### config.mk
export PLATFORM = sky130hd
export DESIGN_NAME = spi_transaction_sequencer
export DESIGN_NICKNAME = d
export VERILOG_FILES = /design/src/rtl/spi_transaction_sequencer.sv
export SDC_FILE = /design/constraint.sdc
export NUM_CORES = 1
export LEC_CHECK = 0
export CELL_PAD_IN_SITES_DETAIL_PLACEMENT = 0
export CELL_PAD_IN_SITES_GLOBAL_PLACEMENT = 2
export CORE_MARGIN = 2
export CORE_UTILIZATION = 44
export DETAILED_ROUTE_END_ITERATION = 6
export GPL_TIMING_DRIVEN = 0
export PLACE_DENSITY = 0.92
export SLEW_MARGIN = 20
export SYNTH_ARGS = -nofsm -noshare
export SYNTH_HDL_FRONTEND = slang
export SYNTH_SLANG_ARGS = --single-unit
### constraint.sdc
create_clock -name clk -period 3.09 [get_ports clk]
set_clock_uncertainty 0.05 [all_clocks]
set_input_delay 0.618 -clock clk [delete_from_list [all_inputs] [get_ports clk]]
set_output_delay 0.618 -clock clk [all_outputs]
set_load 0.02 [all_outputs]
### src/rtl/spi_transaction_sequencer.sv
// Burst sequencer for the byte-level spi_controller: TX/RX FIFOs, chip-select framing and per-byte triggering.
// Optional per-byte watchdog enabled by defining SPI_SEQ_TIMEOUT_EN.
module spi_transaction_sequencer #(
  parameter int FIFO_DEPTH      = 8,
  parameter int CS_SETUP_CYCLES = 2,
  parameter int CS_HOLD_CYCLES  = 2,
  parameter int TIMEOUT_CYCLES  = 256
) (
  input  logic       clk,
  input  logic       rst,
  input  logic       tx_we,
  input  logic [7:0] tx_data,
  input  logic       rx_re,
  output logic [7:0] rx_data,
  input  logic       start,
  output logic       busy,
  output logic [7:0] status,
  input  logic       clear_flags,
  output logic       spi_trigger,
  output logic [7:0] spi_command,
  input  logic [7:0] spi_response,
  input  logic       spi_done,
  output logic       spi_cs
);

  localparam int PTR_W = $clog2(FIFO_DEPTH);
  localparam int CNT_W = PTR_W + 1;
  localparam logic [CNT_W-1:0] DEPTH_C    = CNT_W'(FIFO_DEPTH);
  localparam logic [3:0]       SETUP_LAST = 4'(CS_SETUP_CYCLES - 1);
  localparam logic [3:0]       HOLD_LAST  = 4'(CS_HOLD_CYCLES - 1);

  // Elaboration-time parameter range checks.
  if (FIFO_DEPTH < 2 || FIFO_DEPTH > 16 || (FIFO_DEPTH & (FIFO_DEPTH - 1)) != 0) begin : g_bad_depth
    $error("FIFO_DEPTH must be a power of two in 2..16");
  end
  if (CS_SETUP_CYCLES < 1 || CS_SETUP_CYCLES > 15 || CS_HOLD_CYCLES < 1 || CS_HOLD_CYCLES > 15) begin : g_bad_cs
    $error("CS_SETUP_CYCLES and CS_HOLD_CYCLES must be in 1..15");
  end
  if (TIMEOUT_CYCLES < 1) begin : g_bad_timeout
    $error("TIMEOUT_CYCLES must be at least 1");
  end

  typedef enum logic [2:0] {
    ST_IDLE,
    ST_CS_SETUP,
    ST_ISSUE,
    ST_WAIT,
    ST_CS_HOLD
  } state_e;

  state_e     state_q, state_d;
  logic [3:0] phase_count;

  // ---------------------------------------------------------------- TX FIFO
  logic [7:0]       tx_mem [FIFO_DEPTH];
  logic [PTR_W-1:0] tx_wr_ptr, tx_rd_ptr;
  logic [CNT_W-1:0] tx_count;
  logic             tx_empty, tx_full, tx_push, tx_pop, tx_flush;
  logic             tx_overflow, tx_ovf_set;
  logic [7:0]       issue_byte;

  assign tx_empty   = (tx_count == '0);
  assign tx_full    = (tx_count == DEPTH_C);
  assign tx_pop     = (state_q == ST_ISSUE) && !tx_empty;
  assign tx_push    = tx_we && !tx_flush && (!tx_full || tx_pop);
  assign tx_ovf_set = tx_we && tx_full && !tx_pop;
  // A byte pushed into an empty FIFO on the cycle we enter ISSUE is forwarded directly.
  assign issue_byte = tx_empty ? tx_data : tx_mem[tx_rd_ptr];

  // NOTE: sequential state uses non-blocking assignments so every register samples pre-edge values.
  always_ff @(posedge clk or posedge rst) begin
    if (rst) begin
      tx_wr_ptr <= '0;
      tx_rd_ptr <= '0;
      tx_count  <= '0;
    end else if (tx_flush) begin
      tx_rd_ptr <= tx_wr_ptr;
      tx_count  <= '0;
    end else begin
      if (tx_push) tx_wr_ptr <= tx_wr_ptr + PTR_W'(1);
      if (tx_pop)  tx_rd_ptr <= tx_rd_ptr + PTR_W'(1);
      case ({tx_push, tx_pop})
        2'b10:   tx_count <= tx_count + CNT_W'(1);
        2'b01:   tx_count <= tx_count - CNT_W'(1);
        default: tx_count <= tx_count;
      endcase
    end
  end

  // NOTE: storage arrays are not reset; occupancy counters alone decide which entries are valid.
  always_ff @(posedge clk) begin
    if (tx_push) tx_mem[tx_wr_ptr] <= tx_data;
  end

  // ---------------------------------------------------------------- RX FIFO
  logic [7:0]       rx_mem [FIFO_DEPTH];
  logic [PTR_W-1:0] rx_wr_ptr, rx_rd_ptr;
  logic [CNT_W-1:0] rx_count;
  logic             rx_empty, rx_full, rx_push_req, rx_push, rx_pop;
  logic             rx_overflow, rx_ovf_set;

  assign rx_empty    = (rx_count == '0);
  assign rx_full     = (rx_count == DEPTH_C);
  assign rx_push_req = (state_q == ST_WAIT) && spi_done;
  assign rx_pop      = rx_re && !rx_empty;
  assign rx_push     = rx_push_req && (!rx_full || rx_pop);
  assign rx_ovf_set  = rx_push_req && !rx_push;

  always_ff @(posedge clk or posedge rst) begin
    if (rst) begin
      rx_wr_ptr <= '0;
      rx_rd_ptr <= '0;
      rx_count  <= '0;
    end else begin
      if (rx_push) rx_wr_ptr <= rx_wr_ptr + PTR_W'(1);
      if (rx_pop)  rx_rd_ptr <= rx_rd_ptr + PTR_W'(1);
      case ({rx_push, rx_pop})
        2'b10:   rx_count <= rx_count + CNT_W'(1);
        2'b01:   rx_count <= rx_count - CNT_W'(1);
        default: rx_count <= rx_count;
      endcase
    end
  end

  always_ff @(posedge clk) begin
    if (rx_push) rx_mem[rx_wr_ptr] <= spi_response;
  end

  assign rx_data = rx_empty ? 8'h00 : rx_mem[rx_rd_ptr];

  // ---------------------------------------------------------------- watchdog
  logic timeout_hit;
  logic timeout_flag;

`ifdef SPI_SEQ_TIMEOUT_EN
  localparam int WD_W = $clog2(TIMEOUT_CYCLES + 1);
  localparam logic [WD_W-1:0] WD_LAST = WD_W'(TIMEOUT_CYCLES - 1);

  logic [WD_W-1:0] wd_count;

  // Counts cycles spent in WAIT; any other state rearms it for the next byte.
  always_ff @(posedge clk or posedge rst) begin
    if (rst) begin
      wd_count <= '0;
    end else if (state_q == ST_WAIT) begin
      wd_count <= wd_count + WD_W'(1);
    end else begin
      wd_count <= '0;
    end
  end

  assign timeout_hit = (state_q == ST_WAIT) && !spi_done && (wd_count == WD_LAST);
  assign tx_flush    = timeout_hit;

  always_ff @(posedge clk or posedge rst) begin
    if (rst) begin
      timeout_flag <= 1'b0;
    end else if (clear_flags) begin
      timeout_flag <= 1'b0;
    end else if (timeout_hit) begin
      timeout_flag <= 1'b1;
    end
  end
`else
  assign timeout_hit  = 1'b0;
  assign tx_flush     = 1'b0;
  assign timeout_flag = 1'b0;
`endif

  // ---------------------------------------------------------------- sticky flags
  always_ff @(posedge clk or posedge rst) begin
    if (rst) begin
      tx_overflow <= 1'b0;
      rx_overflow <= 1'b0;
    end else if (clear_flags) begin
      tx_overflow <= 1'b0;
      rx_overflow <= 1'b0;
    end else begin
      if (tx_ovf_set) tx_overflow <= 1'b1;
      if (rx_ovf_set) rx_overflow <= 1'b1;
    end
  end

  assign status = {1'b0, timeout_flag, rx_overflow, tx_overflow,
                   rx_full, rx_empty, tx_full, tx_empty};

  // ---------------------------------------------------------------- sequencer FSM
  always_ff @(posedge clk or posedge rst) begin
    if (rst) begin
      state_q <= ST_IDLE;
    end else begin
      state_q <= state_d;
    end
  end

  // NOTE: state_d gets a default before the case so no path leaves it unassigned (no latch).
  always_comb begin
    state_d = state_q;
    unique case (state_q)
      ST_IDLE:     if (start && !tx_empty) state_d = ST_CS_SETUP;
      ST_CS_SETUP: if (phase_count == SETUP_LAST) state_d = ST_ISSUE;
      ST_ISSUE:    state_d = ST_WAIT;
      ST_WAIT: begin
        // A byte pushed in the same cycle as spi_done still joins this frame.
        if (spi_done)         state_d = (!tx_empty || tx_we) ? ST_ISSUE : ST_CS_HOLD;
        else if (timeout_hit) state_d = ST_CS_HOLD;
      end
      ST_CS_HOLD:  if (phase_count == HOLD_LAST) state_d = ST_IDLE;
      default:     state_d = ST_IDLE;
    endcase
  end

  always_ff @(posedge clk or posedge rst) begin
    if (rst) begin
      phase_count <= '0;
    end else if ((state_q == ST_CS_SETUP || state_q == ST_CS_HOLD) && state_d == state_q) begin
      phase_count <= phase_count + 4'd1;
    end else begin
      phase_count <= '0;
    end
  end

  // Outputs are registered from the next state so they line up with the state they describe.
  always_ff @(posedge clk or posedge rst) begin
    if (rst) begin
      spi_cs      <= 1'b1;
      busy        <= 1'b0;
      spi_trigger <= 1'b0;
      spi_command <= 8'h00;
    end else begin
      spi_cs      <= (state_d == ST_IDLE);
      busy        <= (state_d != ST_IDLE);
      spi_trigger <= (state_d == ST_ISSUE);
      if (state_d == ST_ISSUE) spi_command <= issue_byte;
    end
  end

endmodule

==> metrics.log, run 1 <==
INFO  metric multiInputGateArea = roughly 2100 um^2
INFO  metric sink_count_of_the_clock_tree = roughly 170
INFO  metric period_minus_slack = between 2000 and 3000 ps
INFO  metric setup.worst_path.class = register to output pin
INFO  metric worst_slew_margin_rel = 0.3972
INFO  metric grt_antenna_before_repair = 0
INFO  metric async_flop_share = 0.2381
INFO  metric cts_tree = yes
INFO  metric hpwl_detailed = between 9000 and 10000 um
INFO  metric clk_pin_slew = ~60 ps
INFO  metric biggest_fanout_along_the_worst_timing_path = 9
INFO  metric route.vias.total = roughly 3900
INFO  metric syn_inst = ~430
INFO  metric syn2layout_area_growth = 20.67%
INFO  metric drt_iter0_drc = 341
INFO  metric regArea = approximately 4800 um^2
INFO  metric worst-slew-pin-transition = 900.9 ps
INFO  metric grt.total_usage = 0.1736
INFO  metric standard_cell_row_count = 46
INFO  metric routed_wirelength = about 14000 um
INFO  metric cts.root.buffer_cell = clkbuf_16
INFO  metric synth.yosys.seq_area_share = 0.6801
INFO  metric synth-warning-count = 0
INFO  metric ir_drop_worst_vdd = approximately 0.51 mV
INFO  metric hold_class = input port to async pin
INFO  metric timing.final.setup_violations = 0
INFO  metric synth_top_flop_cell = edfxtp_1
INFO  metric final_number_of_max_transition_violations = 0
INFO  metric clock_latency = around 430 ps
INFO  metric final.setup.tns = 0 ps
INFO  metric ant_nets_after_route = 0
INFO  metric maxCapViolations = 0
INFO  metric cts_buffer_depth = 2
INFO  metric finalCritPeriodShare = 0.9599
INFO  metric vias_per_cell = around 5.3
INFO  metric port_buffers = 47
INFO  metric post_route_cells_drive_above_1_share = 0.2266
INFO  metric critical_path_arrival = roughly 2300 ps
INFO  metric cts_made_buffers = 17
INFO  metric yosysUniqueCellTypes = 59
INFO  metric num_antenna_cells = 0
INFO  metric placement.setup.worst_slack = -324.1 ps
INFO  metric yosys.area.top_type = edfxtp_1
INFO  metric post_synth_design_cell_area = just over 7000 um^2
INFO  metric report.final.hold_viol_count = 0
INFO  metric avgSynthCellArea = between 15 and 20 um^2
INFO  metric synth_top_cell_area_share = 0.5394
INFO  metric dieHeight = 131.3 um
INFO  metric route.detailed.drc = 0
INFO  metric htreeDepth = 4
INFO  metric timing.final.ws_setup = 123.9 ps
INFO  metric grt_first_pass_wirelength = around 22000 um
INFO  metric die_w = between 100 and 150 um
INFO  metric fmaxAchievable = about 340 MHz
INFO  metric grt_pass1_vias = about 4000
INFO  metric final.fill_count = approximately 1200
INFO  metric unrepaired_setup_endpoints_after_global_routing = yes
INFO  metric grt_overflow = 0
INFO  metric synth-edff-count = 128
INFO  metric power = around 0.0082 W
INFO  metric synth_top_cells_by_count = edfxtp_1 (128), dfrtp_1 (39), nor2_1 (34)
INFO  metric grt_max_degree = 32
INFO  metric place_congestion = roughly 0.77
INFO  metric detailedRoute.firstPassIterationCount = 4
INFO  metric timing.critical_path.from_type = register
INFO  metric io_pins = 50
INFO  metric core_area = ~16000 um^2
INFO  metric worstPathRequired = 2420 ps
INFO  metric initial_core_util = 0.4502
INFO  metric status = completed
INFO  metric worstSetupEndpointType = output pin
INFO  metric fp.dieArea = 17230 um^2
INFO  metric synth_seq_cells = 168
INFO  metric nNetsFinal = around 540
INFO  metric leakagePower = 3.084 nW
INFO  metric route.detailed.wl_per_inst = 19.14 um
INFO  metric synth_top_area_cells = edfxtp_1 (54%), dfrtp_1 (14%), mux4_2 (10%)
INFO  metric pwr_density_cell = approximately 950 nW/um^2
INFO  metric yosys.cell_count.top_type = edfxtp_1
worst max-delay path: stages, from the launching register on:
cell	delay [ps]
dfrtp_1	430
or4_1	540
buf_6	170
inv_2	60
buf_4	90
clkdlybuf4s50_1	580
layout by cell type, fill, tap and decap left out, types with 3 or more instances in the layout:
| cell | count |
|---|---|
| edfxtp_1 | 128 |
| clkdlybuf4s50_1 | 39 |
| dfrtp_1 | 37 |
| mux4_2 | 32 |
| nor2_1 | 31 |
| nand2_1 | 24 |
| mux2i_1 | 18 |
| clkbuf_16 | 17 |
| buf_4 | 14 |
| inv_1 | 13 |
| ha_1 | 11 |
| xnor2_1 | 10 |
| a221o_1 | 8 |
| dlygate4sd2_1 | 8 |
| clkbuf_1 | 6 |
| a21oi_1 | 6 |
| nand3_1 | 6 |
| buf_2 | 5 |
| nor3_2 | 5 |
| inv_6 | 5 |
| buf_6 | 4 |
| nand2b_1 | 4 |
| buf_1 | 3 |
| or4_1 | 3 |
| nor3b_2 | 3 |
| nor3_1 | 3 |
| o21ai_0 | 3 |
| xor2_1 | 3 |
| inv_2 | 3 |
| nor2_2 | 3 |
| inv_8 | 3 |
worst paths after layout:
kind | depth (start not counted) | to | slack [ps] | from
max | 5 | status[0] | 120 | tx_count[1]
min | 2 | rx_count[1] | 380 | rst
max reg2reg | 10 | rx_count[3] | 290 | state_q[1]
min reg2reg | 1 | phase_count[0] | 460 | phase_count[0]
max in group asynchronous | 3 | spi_command[0] | 2160 | rst
min in group clk | 1 | phase_count[0] | 460 | phase_count[0]
per-stage QoR:
step	cells	instance area, um^2	util	hold slack (ps)
after global routing	728	8598	0.5432	397.0
after CTS	728	8572	0.5416	380.4
after global placement	690	7870	0.4972	427.2
after detailed placement	696	7973	0.5037	443.4
final	728	8598	0.5432	381.3
after floorplan	427	7129	-	410.9
sequential cells by signal (all words and copies together), names as in the netlist:
name,flops
busy,1
spi_command,8
state_q,3
tx_overflow,1
phase_count,4
spi_trigger,1
tx_rd_ptr,3
tx_mem,64
tx_wr_ptr,3
rx_mem,64
rx_wr_ptr,3
rx_count,4
rx_rd_ptr,3
rx_overflow,1
tx_count,4
spi_cs,1
final cells by class:
| class | count | share of cell area |
|---|---|---|
| multi-input combinational | 217 | 0.2487 |
| timing repair buffer | 54 | 0.06083 |
| buffer | 25 | 0.01906 |
| clock buffer | 19 | 0.05035 |
| inverter | 16 | 0.006985 |
| clock inverter | 13 | 0.01877 |
| tap | 216 | 0.03143 |
| sequential | 168 | 0.5639 |
repair_timing:
| item | 4_1_cts | 5_1_grt |
|---|---|---|
| endpoints found under the hold margin | 0 | 0 |
| hold buffers | 0 | 0 |
| buffers inserted | 1 | 0 |
| gates resized for setup | 13 | 8 |
| pin swaps | 1 | 0 |
| endpoints found under the setup margin | 9 | 33 |
per-layer routing:
metal / part of all wire / vias up / wire, um / GRT usage
met5: 0 / - / 0 / 0
met4: 0.014 / 0 / 193 / 0.05616
met3: 0.032 / 15 / 449 / 0.04514
met2: 0.54 / 82 / 7555 / 0.3082
met1: 0.41 / 1981 / 5736 / 0.2071
li1: - / 1790 / - / -
logic make-up after synthesis:
kind of cell / Yosys count / synth area share
DFF: 168 / 0.6801
xor gates and xnor gates: 13 / 0.01598
muxes: 53 / 0.1312
and+or+nand+nor: 100 / 0.07656
AOI/OAI and AO/OA: 36 / 0.04021
adders and majority gates: 13 / 0.02493
buffers and inverters: 42 / 0.03055
other: 1 / 0.0005263
report_power, final:
group	leakage (nW)	switching [W]	internal [W]	total, W
Sequential	1.65	0.000287	0.00285	0.00314
Clock	0.285	0.000919	0.00122	0.00214
Combinational	1.15	0.00152	0.00135	0.00287
Total	3.08	0.00273	0.00542	0.00815
No activity file was read; power rests on OpenSTA's default activity.
==> run 2, diff against run 1 <==
- CORE_UTILIZATION: 44 -> 40
- PLACE_DENSITY: 0.92 -> 0.85
==> run 2 against run 1 <==
  * Routed wire length is 0.12% lower
  * Global-route usage is 1.2 points lower
  * Critical endpoint unchanged
  * Sequential share of layout area is 0.057 points lower
==> metrics.log, run 2 (synthesis gave the netlist of run 1 again) <==
INFO  metric cts.root.buffer_cell = clkbuf_16
INFO  metric hpwl_detailed = 9279 um
INFO  metric place_congestion = between 0.7 and 0.8
INFO  metric final_core_utilization = 0.4959
INFO  metric fmaxAchievable = 335.9 MHz
INFO  metric vias_per_cell = 5.223
INFO  metric syn2layout_area_growth = 20.79%
INFO  metric timing.final.setup_violations = 0
INFO  metric die_w = between 100 and 150 um
INFO  metric total_switching_power = approximately 0.0028 W
INFO  metric timing.critical_path.from_type = register
INFO  metric maxCapViolations = 0
INFO  metric worstRegToRegCells = 9
INFO  metric hold_path_depth = 2
INFO  metric cts_hold_buf = 0
INFO  metric pwr-share-clk = 0.253
INFO  metric routed_wirelength = 13920 um
INFO  metric final_common_cell = edfxtp_1
INFO  metric htreeDepth = 4
INFO  metric detailedRoute.firstPassIterationCount = 4
INFO  metric combinationalPowerShare = 0.359
INFO  metric sink_count_of_the_clock_tree = 168
INFO  metric post_route_cells_drive_above_1_share = 0.2266
INFO  metric route.detailed.drc = 0
INFO  metric initial_core_util = 0.4105
INFO  metric grt_antenna_before_repair = 0
INFO  metric power.internal = 0.005301 W
INFO  metric core_area = ~17000 um^2
INFO  metric final_number_of_max_transition_violations = 0
INFO  metric fp.dieArea = about 19000 um^2
INFO  metric reg.largest.list = rx_mem x64, tx_mem x64, spi_command x8
INFO  metric cts_buffer_depth = 2
INFO  metric grt.total_usage = 0.1612
INFO  metric pwr_density_cell = between 900 and 1000 nW/um^2
INFO  metric num_antenna_cells = 0
INFO  metric biggest_fanout_along_the_worst_timing_path = 9
INFO  metric worst-slew-pin-transition = approximately 990 ps
INFO  metric layout.cells.most_common_list = edfxtp_1 (128), clkdlybuf4s50_1 (39), dfrtp_1 (37)
INFO  metric critical_path_arrival = 2310 ps
INFO  metric standard_cell_row_count = 48
INFO  metric route.detailed.wl_per_inst = around 19 um
INFO  metric grt_first_pass_wirelength = about 22000 um
INFO  metric grt_overflow = 0
INFO  metric dieHeight = ~140 um
INFO  metric power = between 0.008 and 0.009 W
INFO  metric route.vias.total = a little under 4000
INFO  metric ant_nets_after_route = 0
INFO  metric finalCritPeriodShare = 0.9634
INFO  metric unrepaired_setup_endpoints_after_global_routing = no
INFO  metric grt_max_degree = 24
INFO  metric hold_class = register to register
INFO  metric leakagePower = ~3.1 nW
INFO  metric report.final.hold_viol_count = 0
INFO  metric swShare = 0.3438
INFO  metric status = completed
INFO  metric flop_pwr_share = 0.387
INFO  metric cts_tree = yes
INFO  metric io_pins = 50
INFO  metric clk_pin_slew = ~70 ps
INFO  metric cts_made_buffers = 17
INFO  metric worstSetupEndpointType = output pin
INFO  metric setup.worst_path.class = register to output pin
INFO  metric worst_slew_margin_rel = 0.3354
INFO  metric drt_iter0_drc = 223
INFO  metric port_buffers = between 40 and 50
INFO  metric finalHoldWorstSlack = between 400 and 500 ps
INFO  metric grt_pass1_vias = roughly 4000
INFO  metric worstPathRequired = approximately 2400 ps
INFO  metric period_minus_slack = roughly 3000 ps
INFO  metric clock_latency = approximately 430 ps
INFO  metric nNetsFinal = roughly 540
INFO  metric ir_drop_worst_vdd = between 0.6 and 0.7 mV
## run 2: changes by cell type in the layout (fill, tap and decap cells not counted), moves of 2 or more
cell / before / now
inv_8: 3 / 7
bufinv_16: 2 / 0
clkbuf_1: 6 / 4
clkinv_4: 1 / 3
## run 2: metrics by stage
stage                     cell area (um^2)  cells  worst slack [ps]  TNS, ps
final                                 8607    737             113.1        0
after floorplan                       7129    427             611.9        0
after global routing                  8607    737             7.264        0
after detailed placement              7986    704            -343.9   -16490
after CTS                             8572    737             32.74        0
after global placement                7881    699            -929.6   -41080
## run 2: power groups by stage
stage,logic [W],registers [W],clock network [W]
finish,0.00290,0.00313,0.00204
global route,0.00320,0.00318,0.00217
CTS,0.00293,0.00312,0.00209
detailed placement,0.00299,0.00314,0
global placement,0.00286,0.00311,0
floorplan,0.00200,0.00315,0
## run 2: layout make-up
type	count	area, um^2
inverters	16	60.06
repair buffers	54	533.0
multi-input cells	217	2135
clock buffers	17	425.4
clock inverters	15	147.6
well taps	225	281.5
plain buffers	25	176.4
fillers	1437	8750
flip-flops and latches	168	4848
## run 2: final timing paths
| check | startpoint | slack [ps] | to |
|---|---|---|---|
| min in group asynchronous | rst | 510 | busy |
| max in group asynchronous | rst | 1980 | spi_command[0] |
| hold reg to reg | tx_overflow | 460 | tx_overflow |
| setup reg to reg | rx_count[2] | 270 | rx_count[3] |
| hold / removal | tx_overflow | 460 | tx_overflow |
| setup / recovery | tx_count[0] | 110 | status[0] |
## run 2: what timing repair did
action / 4_1_cts / 5_1_grt
pin swaps: 1 / 1
resized for setup: 13 / 8
setup buffers: 2 / 0
endpoints found under the setup margin: 9 / 21
hold endpoints to repair: 0 / 0
## run 2: worst max-delay path: stages (launching register included)
cell and delay [ps]:
dfrtp_1 420, or4_1 560, buf_6 170, inv_2 60
buf_4 90, clkdlybuf4s50_1 590
## run 2: metal layers
metal,share of wire,vias to the layer above,track usage
li1,-,1786,-
met1,0.41,1961,0.1981
met4,0.016,0,0.05670
met5,0,-,0
met2,0.52,90,0.2775
met3,0.047,12,0.03974
